File: src/rtl/digital_clock_pkg.sv
// Shared types and default parameters for the configurable digital clock.
// Mode encoding is also the value presented on the mode output.
package digital_clock_pkg;

    typedef enum logic [1:0] {
        RUN     = 2'd0,
        SET_HR  = 2'd1,
        SET_MIN = 2'd2,
        SET_SEC = 2'd3
    } mode_t;

    localparam int TICK_DIV_DEFAULT  = 50000000;
    localparam int TIMEOUT_S_DEFAULT = 10;

endpackage

File: src/rtl/btn_sync_edge.sv
// Two-flop synchroniser followed by a registered rising-edge detector.
// pulse is high for one cycle, three edges after din is first sampled high.
module btn_sync_edge (
    input  logic clk,
    input  logic rst,
    input  logic din,
    output logic pulse
);

    logic sync1_reg;
    logic sync2_reg;
    logic prev_reg;
    logic pulse_reg;

    always_ff @(posedge clk or negedge rst) begin
        if (!rst) begin
            sync1_reg <= 1'b0;
            sync2_reg <= 1'b0;
            prev_reg  <= 1'b0;
            pulse_reg <= 1'b0;
        end else begin
            sync1_reg <= din;
            sync2_reg <= sync1_reg;
            prev_reg  <= sync2_reg;
            pulse_reg <= sync2_reg & ~prev_reg;
        end
    end

    assign pulse = pulse_reg;

endmodule

File: src/rtl/clock_set_ctrl.sv
// Mode/set controller: 1 Hz prescaler, button pulses, per-field enables, blink.
// Optional SET_TIMEOUT_EN returns to RUN after TIMEOUT_S idle seconds in SET.
module clock_set_ctrl
    import digital_clock_pkg::*;
#(
    parameter int TICK_DIV  = TICK_DIV_DEFAULT,
    parameter int TIMEOUT_S = TIMEOUT_S_DEFAULT
) (
    input  logic       clk,
    input  logic       rst,
    input  logic       btn_mode,
    input  logic       btn_inc,
    input  logic       sec_carry,
    input  logic       min_carry,
    output logic       sec_en,
    output logic       min_en,
    output logic       hr_en,
    output logic [1:0] mode,
    output logic       tick,
    output logic       blink_on
);

    localparam int PW = (TICK_DIV > 1) ? $clog2(TICK_DIV) : 1;
    localparam logic [PW-1:0] PRESC_LAST = PW'(TICK_DIV - 1);
    localparam logic [PW-1:0] PRESC_HALF = PW'(TICK_DIV / 2 - 1);

    logic [PW-1:0] presc_reg;
    logic [PW-1:0] presc_next;
    mode_t         state_reg;
    mode_t         state_next;
    logic          blink_reg;
    logic          blink_next;
    logic          presc_clr;
    logic          timeout_hit;
    logic          mode_p;
    logic          inc_p;

    btn_sync_edge u_mode_sync (
        .clk   (clk),
        .rst   (rst),
        .din   (btn_mode),
        .pulse (mode_p)
    );

    btn_sync_edge u_inc_sync (
        .clk   (clk),
        .rst   (rst),
        .din   (btn_inc),
        .pulse (inc_p)
    );

    assign tick = (presc_reg == PRESC_LAST);

`ifdef SET_TIMEOUT_EN
    localparam int IW = $clog2(TIMEOUT_S + 1);
    localparam logic [IW-1:0] IDLE_LIMIT = IW'(TIMEOUT_S);

    logic [IW-1:0] idle_reg;

    // Any button activity (including the mode press that enters SET_HR) restarts the count.
    always_ff @(posedge clk or negedge rst) begin
        if (!rst) begin
            idle_reg <= '0;
        end else if (state_reg == RUN || mode_p || inc_p) begin
            idle_reg <= '0;
        end else if (tick && idle_reg != IDLE_LIMIT) begin
            idle_reg <= idle_reg + 1'b1;
        end
    end

    assign timeout_hit = (state_reg != RUN) && (idle_reg == IDLE_LIMIT);
`else
    assign timeout_hit = 1'b0;
`endif

    always_comb begin
        state_next = state_reg;
        presc_clr  = 1'b0;
        if (mode_p) begin
            case (state_reg)
                RUN:     state_next = SET_HR;
                SET_HR:  state_next = SET_MIN;
                SET_MIN: state_next = SET_SEC;
                SET_SEC: begin
                    state_next = RUN;
                    presc_clr  = 1'b1;
                end
                default: state_next = RUN;
            endcase
        end else if (timeout_hit) begin
            state_next = RUN;
            presc_clr  = 1'b1;
        end
    end

    // Leaving SET restarts the second so the first one after setting is full length.
    assign presc_next = (presc_clr || tick) ? '0 : presc_reg + 1'b1;

    always_comb begin
        blink_next = blink_reg;
        if (mode_p) begin
            blink_next = 1'b1;
        end else if (presc_reg == PRESC_HALF || tick) begin
            blink_next = ~blink_reg;
        end
    end

    always_ff @(posedge clk or negedge rst) begin
        if (!rst) begin
            state_reg <= RUN;
            presc_reg <= '0;
            blink_reg <= 1'b1;
        end else begin
            state_reg <= state_next;
            presc_reg <= presc_next;
            blink_reg <= blink_next;
        end
    end

    // Enables follow the current state, so a tick alongside RUN->SET_HR still counts.
    always_comb begin
        sec_en = 1'b0;
        min_en = 1'b0;
        hr_en  = 1'b0;
        case (state_reg)
            RUN: begin
                sec_en = tick;
                min_en = sec_carry;
                hr_en  = min_carry;
            end
            SET_HR:  hr_en  = inc_p & ~mode_p;
            SET_MIN: min_en = inc_p & ~mode_p;
            SET_SEC: sec_en = inc_p & ~mode_p;
            default: ;
        endcase
    end

    assign mode     = state_reg;
    assign blink_on = (state_reg == RUN) | blink_reg;

endmodule

File: config.mk
export PLATFORM = sky130hd
export DESIGN_NAME = clock_set_ctrl
export DESIGN_NICKNAME = d
export VERILOG_FILES = /design/src/rtl/digital_clock_pkg.sv /design/src/rtl/btn_sync_edge.sv /design/src/rtl/clock_set_ctrl.sv
export SDC_FILE = /design/constraint.sdc
export NUM_CORES = 1
export LEC_CHECK = 0
export CAP_MARGIN = 10
export CELL_PAD_IN_SITES_DETAIL_PLACEMENT = 0
export CELL_PAD_IN_SITES_GLOBAL_PLACEMENT = 1
export CORE_MARGIN = 2
export CORE_UTILIZATION = 48
export CTS_BUF_LIST = sky130_fd_sc_hd__clkbuf_2 sky130_fd_sc_hd__clkbuf_4 sky130_fd_sc_hd__clkbuf_8
export CTS_CLUSTER_DIAMETER = 40
export DETAILED_ROUTE_END_ITERATION = 12
export PLACE_DENSITY_LB_ADDON = 0.12
export SYNTH_ARGS = -nofsm -noshare
export SYNTH_HDL_FRONTEND = slang
export SYNTH_SLANG_ARGS = --single-unit
File: constraint.sdc
create_clock -name clk -period 2.59 [get_ports clk]
set_input_delay 0.518 -clock clk [delete_from_list [all_inputs] [get_ports clk]]
set_output_delay 0.518 -clock clk [all_outputs]
set_load 0.05 [all_outputs]
Word level (Yosys, flattened, before mapping)
Index checks and enable logic that the tools add are counted.
{"block": "op_classes", "bitwise": 8, "reduce_logical": 4, "mux": 9, "n_eq_ne": 5, "n_addsub": 1}
{"operator": "26-bit by 1-bit adder with 26-bit output (second input constant)", "n": 1}
{"operator": "26-bit by 25-bit == test with 1-bit output (second input constant)", "n": 1}
{"operator": "26-bit == test (second input constant)", "n": 1}
{"operator": "26-bit two-way mux", "n": 1}
{"operator": "2-bit case mux with 4 select lines", "n": 1}
{"operator": "1-bit case mux with 2 select lines", "n": 3}
{"operator": "2-bit == test (second input constant)", "n": 2}
{"operator": "1-bit two-way mux", "n": 4}
{"operator": "1-bit NOT", "n": 4}
{"operator": "1-bit AND", "n": 3}
{"operator": "2-bit by 1-bit == test with 1-bit output (second input constant)", "n": 1}
{"operator": "2-bit logical NOT", "n": 1}
{"operator": "1-bit logical OR", "n": 2}
{"operator": "2-bit nonzero test", "n": 1}
{"operator": "1-bit OR", "n": 1}
{"block": "totals", "word_cells": 38, "ff_bits": 37, "in_bits": 6, "output_inout_bits": 7}

Depth between registers and ports, before layout
Gate-level depths: netlist of run 1.
{"block": "logic_depth", "word_depth": 5, "mapped_depth": 7, "mapped_depth_nobuf": 6}

By module
A second synthesis of run 1 with hierarchy kept.
{"block": "unflattened", "cells_unflattened": 170, "hier_area_um2": 1819.2}
{"module": "clock_set_ctrl", "n_inst": 1, "area_each_um2": 1591.5, "seq_area_each_um2": 726.9, "cells_each": 160}
{"module": "btn_sync_edge", "n_inst": 2, "area_each_um2": 113.9, "seq_area_each_um2": 100.1, "cells_each": 5}

Worst setup path before layout of run 1
No wires, ideal clock.
{"block": "synth_path", "path_type": "register to output", "start": "reg presc_reg[7]", "end": "out tick", "arrival_ns": 2.680, "setup_slack_ns": -0.608, "path_buffers": 0, "stages_incl_launch_ff": 4, "required_ns": 2.072, "path_cell_list": "dfrtp_1 -> or4_1 -> or2_4 -> nor4_1"}
{"block": "synth_via", "elab_chain_cells": 1}
{"element": "from (decl)", "line": "clock_set_ctrl.sv:27", "rtl": "logic [PW-1:0] presc_reg;"}
{"element": "from (signal assigned)", "line": "clock_set_ctrl.sv:115", "rtl": "presc_reg <= presc_next;"}
{"element": "26-bit == test", "line": "clock_set_ctrl.sv:52", "rtl": "assign tick = (presc_reg == PRESC_LAST);"}
{"element": "to (decl)", "line": "clock_set_ctrl.sv:19", "rtl": "output logic tick,"}
No other way between the ends.

Worst setup path in the final report of run 1
{"block": "layout_path", "start": "reg presc_reg[7]", "end": "out sec_en"}
{"block": "layout_via", "elab_chain_cells": 2}
{"element": "26-bit == test", "line": "clock_set_ctrl.sv:52"}
{"element": "1-bit case mux with 2 select lines", "line": "clock_set_ctrl.sv:125", "rtl": "case (state_reg)"}
{"element": "to (decl)", "line": "clock_set_ctrl.sv:15", "rtl": "output logic sec_en,"}
No other way between the ends.

==> results.json, run 1 <==
{
  "slowest_delay_ns": 0.53,
  "synth_edf_count": 0,
  "syn_inst": 169,
  "seq_power_share_pct": 43.5,
  "io_pins": 13,
  "drt_iter0_drc": 94,
  "power_density_nw_per_um2": 783.4,
  "area_growth_pct": 18.74,
  "yosysTopAreaCell": "dfrtp_1",
  "synth_area_sq_um": 1789,
  "drive_gt1_share_pct": 15.18,
  "ant_nets": 0,
  "gr-total-overflow": 0,
  "drt-pass1-iter-count": 4,
  "crit_type": "flop to primary output",
  "vias_per_cell": 5.293,
  "drcViolationCount": 0,
  "postCtsHoldBufs": 0,
  "grt_pass1_wl_microns": 5892,
  "synth.avg_cell_area_sq_um": 10.59,
  "report.final.hold_viol_count": 0,
  "clk_latency_ns": 0.29,
  "fp.dieArea_sq_um": 4232,
  "final_util_pct": 58.47,
  "post-dp-hpwl_microns": 2319,
  "std_cell_rows": 22,
  "path_clk_slew_ns": 0.07,
  "num_vias": 1265,
  "grt_max_degree": 38,
  "drv_cap": 0,
  "die_x_microns": 65.06,
  "hold_ws_ns": 0.3517,
  "seq_area_frac_synth_pct": 51.82,
  "drv_slew": 0,
  "ys_top_cells_by_area": "dfrtp_1 50%, nor2_1 6.7%, xor2_1 6.4%, xnor2_1 5.4%, ha_1 4.2%",
  "p_sw_share_pct": 32.45,
  "syn-num-nets": 181,
  "numCtsBuffers": 5,
  "synth-main-ff-cell": "dfrtp_1",
  "cts_sinks": 37,
  "drt-total-wl_microns": 3351,
  "placedCellCount": 229,
  "antenna_cells": 0,
  "slowest_stage": "or4_4",
  "finalWorstSetupSlack_ns": 0.03597,
  "relSlewSlack_pct": 54.93,
  "max_slew.worst_pin.slew_ns": 0.6705,
  "hp-class": "flop to flop",
  "clkPwrFrac_pct": 31.3,
  "antenna_found_initial": 0,
  "finalCriticalPeriod_ns": 2.554,
  "root_buffer": "clkbuf_8",
  "stdcell_count": 239,
  "grt_pass1_vias": 1276,
  "track_usage_pct": 18.54,
  "dieHeight_microns": 65.06,
  "switchingPower_w": 0.0005401,
  "p_leak_nw": 0.9402,
  "synth_top_area_share_pct": 50.35,
  "required_ns": 2.07,
  "total_power_w": 0.001664,
  "nets": 202,
  "finalCritPeriodShare_pct": 98.61,
  "yosysUniqueCellTypes": 30,
  "vdd_drop_max_mv": 0.4429,
  "arrival_ns": 2.04,
  "largest_register_ffs": 26,
  "p_int_w": 0.001124,
  "cts_max_level": 2,
  "wl_per_cell_microns": 14.02,
  "status": "complete, no violations",
  "dp_slack_ns": 0.2301,
  "worstSetupEndpointType": "primary output",
  "critical_path.max_fanout": 2,
  "rsz0062_at_grt": "yes",
  "p_comb_share_pct": 25.2,
  "coreArea_sq_um": 3633,
  "cts_tree": "yes",
  "max_freq_mhz": 391.5,
  "setup_viol": 0,
  "crit_chain": "or4_4, or2_4, nor4_4, a22oi_2, nor2_2, buf_12",
  "finClkSkew_ns": 0.006423,
  "place.port_buffers": 12,
  "gp_congestion": 0.8008,
  "cts_buffer_depth": 2,
  "ys_async_sr_fraction_pct": 100.0,
  "ys_ff_latch": 37,
  "yosys_warnings": 0,
  "start_util_pct": 49.24,
  "start_kind": "flop"
}
timing repair:
item	CTS	global route
setup buffers	2	0
gates resized for setup	1	2
pin swaps	2	1
endpoints found under the setup margin	1	2
metrics by stage:
stage                     setup TNS [ns]  area, sq um
after floorplan                 -0.01404         1798
after global placement                 0         1978
after detailed placement               0         1978
after CTS                       -0.02415         2117
after global routing            -0.08231         2125
final                                  0         2125
final timing paths:
| check | from | endpoint | slack, ns | depth (start not counted) |
|---|---|---|---|---|
| worst min-delay path | u_mode_sync.sync1_reg | u_mode_sync.sync2_reg | 0.35 | 0 |
| min in group asynchronous | rst | presc_reg[25] | 0.65 | 2 |
| worst max register to register | presc_reg[7] | presc_reg[11] | 0.61 | 6 |
| worst max-delay path | presc_reg[7] | sec_en | 0.04 | 6 |
| worst min register to register | u_mode_sync.sync1_reg | u_mode_sync.sync2_reg | 0.35 | 0 |
| max in group asynchronous | rst | blink_reg | 1.60 | 2 |
cell type report:
cell class / instances / area [sq um]
well taps: 48 / 60.06
fillers: 334 / 1509
flip-flops and latches: 37 / 927.1
multi-input cells: 125 / 830.8
repair buffers: 16 / 167.7
clock buffers: 6 / 82.58
inverters: 5 / 18.77
clock inverters: 2 / 37.54
cell usage after synthesis (2+ instances only):
cell type	count
dfrtp_1	36
nor2_1	32
nand3_1	15
xor2_1	13
xnor2_1	11
nand2_1	7
ha_1	6
nand4_1	6
inv_1	5
and3_1	4
nor3_1	4
o21ai_0	4
nor2b_1	3
nor4_1	3
a22o_1	2
and4_1	2
buf_8	2
nor4_2	2
kinds of logic (layout without fill, tap and decap cells):
group | Yosys count | in the layout | synth area share (%)
adders and majority gates | 6 | 6 | 4.196
xor gates and xnor gates | 24 | 24 | 11.75
AOI/OAI and AO/OA | 10 | 10 | 4.056
and+or+nand+nor | 85 | 85 | 25.46
buffers and inverters | 7 | 29 | 2.727
DFF | 37 | 37 | 51.82
placed cells by master (no fill, tap or decap), types with 2 or more instances in the layout:
cell type / count
nor4_1: 2
and3_1: 4
nand2_1: 7
nand4_1: 6
nor2b_1: 3
nand3_1: 15
buf_4: 6
or4_4: 2
inv_1: 5
a22o_1: 2
dfrtp_1: 36
xnor2_1: 11
clkbuf_8: 6
buf_12: 2
ha_1: 6
o21ai_0: 4
nor2_1: 31
nor3_1: 4
nor4_2: 3
xor2_1: 13
and4_1: 2
clkdlybuf4s50_1: 7
routing by layer:
| metal | vias to the layer above | GRT usage, % | part of all wire, % |
|---|---|---|---|
| met1 | 604 | 24.12 | 46 |
| met5 | - | 0 | 0 |
| met3 | 8 | 4.861 | 4.1 |
| met2 | 32 | 29.77 | 48 |
| met4 | 0 | 7.031 | 1.9 |
| li1 | 621 | - | - |
power by group through the flow:
stage                     clock [W]  combinational, W  sequential (W)
after floorplan                   0          0.000260        0.000772
after global placement            0          0.000405        0.000729
after detailed placement          0          0.000418        0.000737
after CTS                  0.000534          0.000424        0.000724
after global routing       0.000556          0.000479        0.000734
final                      0.000522          0.000419        0.000724
critical path: cells and delay by family (launching register included):
kind	cells	cell delay [ns]
flops	1	0.38
simple gates	4	1.12
compound gates	1	0.09
buf+inv	1	0.15
Note: power is estimated with default switching activity, not from simulation.
==> inputs of run 2 (changes only) <==
HOLD_SLACK_MARGIN = 0.08   (was unset)
==> results of run 2 <==
No change in the layout: final DEF, timing and power equal those of run 1.
